**config.mk**
```make
export PLATFORM = sky130hd
export DESIGN_NAME = control_compuerta
export DESIGN_NICKNAME = d
export VERILOG_FILES = /design/src/rtl/control_compuerta.sv
export SDC_FILE = /design/constraint.sdc
export NUM_CORES = 1
export LEC_CHECK = 0
export CORE_MARGIN = 1.5
export CORE_UTILIZATION = 50
export DETAILED_ROUTE_END_ITERATION = 10
export PLACE_DENSITY = 0.8
export SLEW_MARGIN = 40
export SYNTH_ARGS = -nofsm -noshare
export SYNTH_HDL_FRONTEND = slang
export SYNTH_SLANG_ARGS = --single-unit
```
**constraint.sdc**
```tcl
create_clock -name clk -period 2.2 [get_ports clk]
set_input_delay 0.44 -clock clk [delete_from_list [all_inputs] [get_ports clk]]
set_output_delay 0.44 -clock clk [all_outputs]
set_load 0.01 [all_outputs]
```
**src/rtl/control_compuerta.sv**
```systemverilog
// Dispense gate controller: drives the gate open, holds it for T_HOLD cycles,
// closes it again, and faults on travel timeout or contradictory limit switches.
module control_compuerta #(
    parameter int T_MOVE = 5_000_000,
    parameter int T_HOLD = 50_000_000
) (
    input  logic       clk,
    input  logic       rst,
    input  logic       start,
    input  logic       abort,
    input  logic [1:0] fc,
    output logic [1:0] motor,
    output logic       busy,
    output logic       done,
    output logic       error
);

    typedef enum logic [2:0] {
        HOME    = 3'd0,
        IDLE    = 3'd1,
        OPENING = 3'd2,
        HOLD    = 3'd3,
        CLOSING = 3'd4,
        FAULT   = 3'd5
    } state_t;

    localparam logic [31:0] MOVE_LAST = 32'(T_MOVE - 1);
    localparam logic [31:0] HOLD_LAST = 32'(T_HOLD - 1);

    state_t      state_q, state_d;
    logic [31:0] cnt_q, cnt_d;
    logic        done_q, done_d;
    logic        move_to;

    assign move_to = (cnt_q == MOVE_LAST);

    // Priority: both limits > target limit > abort > timeout/hold expiry > start
    always_comb begin
        state_d = state_q;
        if (fc == 2'b11 && state_q != FAULT) begin
            state_d = FAULT;
        end else begin
            unique case (state_q)
                HOME: begin
                    if (fc[0])        state_d = IDLE;
                    else if (move_to) state_d = FAULT;
                end
                IDLE: begin
                    if (start)        state_d = OPENING;
                end
                OPENING: begin
                    if (fc[1])        state_d = HOLD;
                    else if (abort)   state_d = CLOSING;
                    else if (move_to) state_d = FAULT;
                end
                HOLD: begin
                    if (abort)                     state_d = CLOSING;
                    else if (cnt_q == HOLD_LAST)   state_d = CLOSING;
                end
                CLOSING: begin
                    if (fc[0])        state_d = IDLE;
                    else if (move_to) state_d = FAULT;
                end
                FAULT:   state_d = FAULT;
                default: state_d = FAULT;
            endcase
        end
        done_d = (state_q == CLOSING) && (state_d == IDLE);
        cnt_d  = (state_d != state_q) ? 32'd0 : cnt_q + 32'd1;
    end

    always_ff @(posedge clk) begin
        if (rst) begin
            state_q <= HOME;
            cnt_q   <= 32'd0;
            done_q  <= 1'b0;
        end else begin
            state_q <= state_d;
            cnt_q   <= cnt_d;
            done_q  <= done_d;
        end
    end

    always_comb begin
        motor = 2'b00;
        busy  = 1'b0;
        error = 1'b0;
        unique case (state_q)
            HOME:    begin motor = 2'b01; busy = 1'b1; end
            OPENING: begin motor = 2'b10; busy = 1'b1; end
            HOLD:    busy = 1'b1;
            CLOSING: begin motor = 2'b01; busy = 1'b1; end
            FAULT:   error = 1'b1;
            default: ;
        endcase
    end

    assign done = done_q;

endmodule

```
### Yosys cells after proc, flatten, opt, wreduce, memory -nomap -nowiden

Index checks and enable logic that the tools add are counted.

* output and inout bits: 5
* bits of input ports: 6
* word-level logic and storage cells: 33
* bits in registers: 36

* equal/unequal tests: 11
* add/subtract/negate cells: 1
* reduce and logical (&&, ||, !) cells: 6
* multiplexer cells: 12

Operators with widths (count)
* $add 32x1->32 const B: 1
* $eq 32x23->1 const B: 1
* $eq 32x26->1 const B: 1
* $mux 3: 8
* $pmux 3 s4: 1
* $eq 3x1->1 const B: 2
* $eq 3x2->1 const B: 2
* $eq 3x3->1 const B: 2
* $pmux 2 s2: 1
* $reduce_or 2->1: 2
* $reduce_or 4->1: 1
* $logic_not 3->1: 1
* $ne 3x3->1: 1
* $ne 3x3->1 const B: 1
* $eq 2x2->1 const B: 1
* $logic_and 1x1->1: 2
* $mux 1: 2

### Logic depth before layout (Yosys ltp)

Gate-level depths: netlist (run 1).

* word-level depth: 8
* depth in mapped cells: 9
* depth with buffers taken out: 8

### Least setup slack after synthesis (run 1)

OpenSTA, ideal clock, no wires.

* kind: reg-to-reg
* from: register cnt_q[25]
* to: register cnt_q[22]
* buffers on the path: 1
* arrival: 2.170 ns
* required time: 2.077 ns
* period minus slack after synthesis: 2.294 ns
* setup slack: -0.094 ns
* stages on the path, launching flop included: 8
* setup time: 0.123 ns
* cells stage by stage: dfxtp_1 > or4_4 > nor4_2 > nand2_1 > a221oi_2 > mux2i_1 > buf_6 > nor4_2

* word-level cells in the longest chain between the ends: 8
* elaborated cells on any way between the ends: 12
* classes of those cells: eq/ne: 3; mux: 8; reduce/logical: 1

Ends and longest elaborated chain
* start, declared: RTL line 31 `logic [31:0] cnt_q, cnt_d;`
* start signal, assigned: RTL line 79 `cnt_q <= cnt_d;`
* $eq 32x23->1: RTL line 35 `assign move_to = (cnt_q == MOVE_LAST);`
* $mux 3: RTL line 46, 54, 62
* $mux 3: RTL line 53 `else if (abort) state_d = CLOSING;`
* $mux 3: RTL line 52 `if (fc[1]) state_d = HOLD;`
* $pmux 3 s4 (*): RTL line 43 `unique case (state_q)`
* $mux 3 (*): RTL line 40 `if (fc == 2'b11 && state_q != FAULT) begin`
* $ne 3x3->1 (*): RTL line 69 `cnt_d = (state_d != state_q) ? 32'd0 : cnt_q + 32'd1;`
* $reduce_or 2->1 (no source line) (*)

Mark *: on every way between the ends. The rest lies on a longest branch, timed or not.
A chain may end at the register's enable or synchronous reset.

### Worst setup path after layout (run 1)

* from: register cnt_q[25]
* to: register cnt_q[12]

Same word-level chain as after synthesis.

==> out/qor.csv, run 1 <==
metric;value;unit
status;complete, but fails checks;
failing checks;setup timing;
area leader, netlist;dfxtp_1;
Fillers;314;
routed vias;2148;
P_leak;1.008;nW
post-layout min period;2.507;ns
Max Cap Viol;0;
Flop pwr share;33.7;%
commonest non-fill, non-tap cell in the layout;buf_4;
worst reg-to-reg path cell count;7;
max_slew headroom;70.05;%
Die Span Y;69.76;um
Initial Util;51.53;%
launching point of the worst reg2reg path;cnt_q[25];
share of cells above drive strength 1;40.20;%
vias in the first global route;2050;
Final nets;307;
Critical Path AT;2.66;ns
Synth Cell Area;0.002228;mm2
# setup viols final;32;
Synth area leaders;dfxtp_1 32%, nor4_2 18%, xor2_1 7.5%;
NetSw;709.0;uW
CP Capture Type;register;
async set-reset flop share out of synthesis;0;%
total nets after synthesis;246;
Clk pwr share;23.4;%
mean area per synthesized cell;9.324;um2
initial DRC count;162;
Max Fanout on Critical Path;25;
total number of clock tree sinks;36;
first-pass GRT wire length;9791;um
htree depth;2;
final core utilization;71.18;%
CTS Root Cell;clkbuf_8;
Post-DP HPWL;3881;um
CP Capture Point;cnt_q[12];
CTS Buffer Depth;2;
ANT nets after route;0;
total iterations of the first detailed-routing run;4;
Sum Neg Setup Slack;-4.321;ns
Residual DRC;0;
most frequent cells in the layout;46 x buf_4, 33 x nor4_2, 32 x dfxtp_1;
Fmax;398.9;MHz
Max Slew Vio Count;0;
pin count of the biggest net entering global routing;26;
worst hold slack;0.5200;ns
chip width;69.76;um
CTS buffer count;5;
Port Buffers;10;
core area;0.004324;mm2
Sw Share;34.89;%
number of synthesized register bits;36;
Synth Warn #;0;
Pwr Density;660.2;mW/mm2
Cells after DPL;335;
RSZ-0062 raised after global routing;yes;
Worst-path clk slew;0.07;ns
top cell type's share of synthesized area;32.34;%
internal power;1.323;mW
final weighted congestion in routability-driven placement;0.9823;
worst endpoint required time;2.35;ns
total congestion overflow;0;
all-layer global routing usage;25.11;%
vias per cell;6.085;
ant diodes;0;
non-filler instance count after layout;353;
HP Class;reg2reg;
I/O pins;11;
Rows;24;
Combinational Power Share;42.9;%
Post-synth EDFFs;0;
Synth Instances;239;
clk_lat worst skew;0.30;ns
r2r setup slk;-0.31;ns
synth unique cells;38;
register area share after synthesis;32.34;%
Worst Skew;0.005876;ns
Syn-to-layout area delta;38.12;%
Setup WS post-layout;-0.3066;ns
ys flop type;dfxtp_1;
Critical Setup Path Class;reg2reg;
Setup crit start;cnt_q[25];
routed len/inst;17.94;um
Routed WL;6332;um
maximum vdd drop;0.5146;mV
die area;0.004866;mm2
antenna violations before repair;0;
crit share post-route;113.9;%
CP startpoint kind;register;
Crit Reg-Reg Endpoint;cnt_q[12];
Final Hold Viols;0;
CTS tree;built;
slew at the pin closest to its max-slew limit;0.4430;ns
-- timing repair --
action	4_1_cts	5_1_grt
hold buffers	0	0
endpoints found under the setup margin	32	34
gates cloned	2	2
setup buffers	4	2
resized for setup	13	14
pin swaps	4	3
-- per-stage QoR --
stage | instance area [um2] | worst slack, ns | total power, mW
after floorplan | 2232 | 0.03376 | 1.087
after global placement | 2731 | -0.3223 | 1.317
after detailed placement | 2731 | -0.4588 | 1.329
after CTS | 2959 | -0.07572 | 1.958
after global routing | 3078 | -0.3605 | 2.106
final | 3078 | -0.3066 | 2.032
-- state kept, by name (all words and copies together) (netlist names) --
signal   count
cnt_q       32
state_q      3
done         1
-- synth_stat cells (all sizes together), types with 3 or more instances --
master,instances
and3,5
buf,13
a21oi,9
xor2,19
dfxtp,36
inv,6
nand3,17
nand2,15
nor4b,4
o21ai,3
mux2i,3
nor3,10
nor2,18
nor4,39
xnor2,11
nand4,8
-- area by class of cell --
cell class / count / area (um2) / share of cell area (%)
inverters: 6 / 22.52 / 0.7317
flip-flops and latches: 36 / 725.7 / 23.58
clock buffers: 7 / 76.32 / 2.480
multi-input cells: 183 / 1505 / 48.90
repair buffers: 68 / 674.4 / 21.91
clock inverters: 1 / 8.758 / 0.2846
well taps: 52 / 65.06 / 2.114
-- kinds of logic (layout without fill, tap and decap cells) --
kind of cell	Yosys count	count (layout)	synth area share, %
AND/OR/NAND/NOR	128	128	41.61
AO/OA/AOI/OAI	21	21	6.457
XOR/XNOR	30	30	11.79
adder cells (fa/ha/maj)	1	1	0.5614
flip-flops	36	36	32.34
buffers and inverters	20	82	5.895
multiplexers	3	3	1.348
-- routing by layer --
layer | track usage (%) | up-vias | wire length [um] | part of all wire (%)
met5 | 0 | - | 0 | 0
met4 | 7.692 | 0 | 153 | 2.4
met3 | 6.395 | 18 | 359 | 5.7
met2 | 41.06 | 75 | 3237 | 51
met1 | 32.58 | 1040 | 2582 | 41
li1 | - | 1015 | - | -
-- worst min path at each step --
| stage | start | end | slack (ns) | cells after the start |
|---|---|---|---|---|
| 4_1_cts | cnt_q[0] | cnt_q[0] | 0.55 | 2 |
| 5_1_grt | cnt_q[0] | cnt_q[0] | 0.54 | 2 |
| 3_3_place_gp | cnt_q[0] | cnt_q[0] | 0.52 | 2 |
| 2_1_floorplan | cnt_q[0] | cnt_q[0] | 0.46 | 1 |
| 3_5_place_dp | cnt_q[0] | cnt_q[0] | 0.53 | 2 |
| 6_report | cnt_q[0] | cnt_q[0] | 0.52 | 2 |
-- power by group through the flow --
stage / clock, mW / sequential [mW] / combinational (mW)
4_1_cts: 0.483 / 0.683 / 0.791
2_1_floorplan: 0 / 0.692 / 0.395
5_1_grt: 0.505 / 0.687 / 0.914
6_report: 0.475 / 0.685 / 0.872
3_3_place_gp: 0 / 0.697 / 0.620
3_5_place_dp: 0 / 0.698 / 0.631
-- critical path, stage by stage, from the launching register on --
cell and delay, ns:
dfxtp_2 0.34, or4_4 0.57, nor4_4 0.17, nand2_2 0.14
a221oi_4 0.36, mux2i_4 0.13, buf_12 0.19, nor4b_1 0.45
Power figures use the tool's default switching activity.
==> run 2, diff against run 1 <==
CTS_CLUSTER_SIZE = 28   (was not set)
==> results of run 2 <==
Same layout as run 1: the final DEF is identical, and so are final timing and power.
==> run 3, diff against run 2 <==
RECOVER_POWER = 25   (was not set)
==> run 3 against run 2 <==
  * The flow still finishes with violations (setup timing)
  * Maximum frequency barely moved
  * First-iteration DRC count did not move
  * Clock skew barely moved
  * Clock power barely moved
  * Design area did not move
  * Register-to-register slack barely moved
  * Sequential cell count did not move
  * Via count barely moved
  * Non-clock buffer count did not move
  * Critical path depth did not move
==> out/qor.csv, run 3 (same netlist as run 1, synthesis figures left out) <==
metric;value;unit;change
status;complete, but fails checks;;
failing checks;setup timing;;
Critical Path Slowest Stage Cell;or4_4;;
Max Fanout on Critical Path;25;;unchanged
max incr delay on CP;0.57;ns;about the same
WHS Endpoint;cnt_q[0];;
total number of clock tree sinks;36;;unchanged
final weighted congestion in routability-driven placement;0.9823;;unchanged
vias in the first global route;2050;;unchanged
vias per cell;6.091;;about the same
Crit Reg-Reg Endpoint;cnt_q[12];;
P_leak;1.011;nW;+0.33%
worst reg-to-reg path cell count;7;;unchanged
Max Slew Vio Count;0;;unchanged
first-pass GRT wire length;9791;um;unchanged
chip width;69.76;um;unchanged
RSZ-0062 raised after global routing;yes;;
Final nets;307;;unchanged
Worst-path clk slew;0.07;ns;about the same
HP Start;cnt_q[0];;
Max Cap Viol;0;;unchanged
Fmax;398.9;MHz;about the same
Fillers;314;;unchanged
CP startpoint kind;register;;
r2r setup slk;-0.31;ns;about the same
Critical Setup Path Class;reg2reg;;
CP Capture Type;register;;
initial DRC count;162;;unchanged
CTS tree;built;;
post-layout min period;2.507;ns;+0.0003430 ns
routed len/inst;17.94;um;about the same
final core utilization;71.18;%;unchanged
Overall Power;2.032;mW;about the same
Worst Skew;0.005891;ns;+0.00001507 ns
slew at the pin closest to its max-slew limit;0.4430;ns;unchanged
total iterations of the first detailed-routing run;4;;unchanged
total congestion overflow;0;;unchanged
Post-DP HPWL;3881;um;unchanged
worst hold slack;0.5200;ns;unchanged
routed vias;2150;;+0.093%
Port Buffers;10;;unchanged
share of cells above drive strength 1;40.20;%;unchanged
Setup WS post-layout;-0.3069;ns;-0.0003430 ns
htree depth;2;;unchanged
launching point of the worst reg2reg path;cnt_q[25];;
CTS Buffer Depth;2;;unchanged
antenna violations before repair;0;;unchanged
CTS buffer count;5;;unchanged
CTS Root Cell;clkbuf_8;;
commonest non-fill, non-tap cell in the layout;buf_4;;
Rows;24;;unchanged
max_slew headroom;70.05;%;unchanged
max reg flops;32;;unchanged
worst hold path depth;2;;unchanged
hold buffer count at cts;0;;unchanged
I/O pins;11;;unchanged
# setup viols final;32;;unchanged
Final Hold Viols;0;;unchanged
ant diodes;0;;unchanged
clk_lat worst skew;0.30;ns;about the same
pin count of the biggest net entering global routing;26;;unchanged
worst endpoint required time;2.35;ns;about the same
maximum vdd drop;0.5146;mV;about the same
Syn-to-layout area delta;38.12;%;unchanged
Initial Util;51.53;%;unchanged
die area;0.004866;mm2;unchanged
Routed WL;6334;um;about the same
Pwr Density;660.1;mW/mm2;about the same
core area;0.004324;mm2;unchanged
Top reg by flops;cnt_q;;
Die Span Y;69.76;um;unchanged
most frequent cells in the layout;46 x buf_4, 33 x nor4_2, 32 x dfxtp_1;;
Critical Path AT;2.66;ns;about the same
Residual DRC;0;;unchanged
crit-path cells;or4_4 > nor4_4 > nand2_2 > a221oi_4 > mux2i_4 > buf_12 > nor4b_1;;
crit share post-route;114.0;%;about the same
all-layer global routing usage;25.11;%;unchanged
ANT nets after route;0;;unchanged
HP Class;reg2reg;;
-- run 3: final cells by class --
class	count	area (um2)	area share [%]
Tap cell	52	65.06	2.114
Clock buffer	7	76.32	2.480
Inverter	6	22.52	0.7317
Multi-Input combinational cell	183	1505	48.90
Clock inverter	1	8.758	0.2846
Sequential cell	36	725.7	23.58
Timing Repair Buffer	68	674.4	21.91
-- run 3: layer usage --
layer | GRT usage (%) | part of all wire, % | up-vias | wire [um]
li1 | - | - | 1015 | -
met3 | 6.395 | 5.6 | 18 | 355
met4 | 7.692 | 2.4 | 0 | 153
met1 | 32.58 | 41 | 1041 | 2592
met2 | 41.06 | 51 | 76 | 3232
met5 | 0 | 0 | - | 0
-- run 3: worst max path at each step --
stage	end	startpoint	cells past startpoint	slack, ns
6_report	cnt_q[12]	cnt_q[25]	7	-0.31
5_1_grt	cnt_q[12]	cnt_q[25]	7	-0.36
4_1_cts	cnt_q[1]	cnt_q[25]	7	-0.08
3_5_place_dp	cnt_q[1]	fc[1]	10	-0.46
3_3_place_gp	cnt_q[1]	fc[1]	10	-0.32
2_1_floorplan	cnt_q[22]	cnt_q[0]	9	0.03
-- run 3: metrics by stage --
step | instances | setup TNS (ns) | cell area [um2] | setup WS, ns
after floorplan | 239 | 0 | 2232 | 0.03376
after global placement | 335 | -9.866 | 2731 | -0.3223
after detailed placement | 335 | -12.52 | 2731 | -0.4588
after CTS | 349 | -1.875 | 2959 | -0.07572
after global routing | 353 | -6.471 | 3078 | -0.3605
final | 353 | -4.342 | 3078 | -0.3069
-- run 3: critical path, delay by kind of cell, from the launching register on --
kind	cells	cell delay, ns
mux	1	0.13
compound gates	1	0.36
buf+inv	1	0.19
simple gates	4	1.33
flops	1	0.34
-- run 3: what timing repair did --
action,in CTS,in global routing
pin swaps,4,3
buffers inserted,4,2
gates resized for setup,13,14
gates cloned,2,2
endpoints found under the setup margin,32,34
-- run 3: power by group --
group | leakage [nW] | total (mW) | internal [mW] | switching, mW
registers | 0.293 | 0.685 | 0.666 | 0.0186
logic | 0.676 | 0.872 | 0.430 | 0.442
clock network | 0.0424 | 0.475 | 0.226 | 0.248
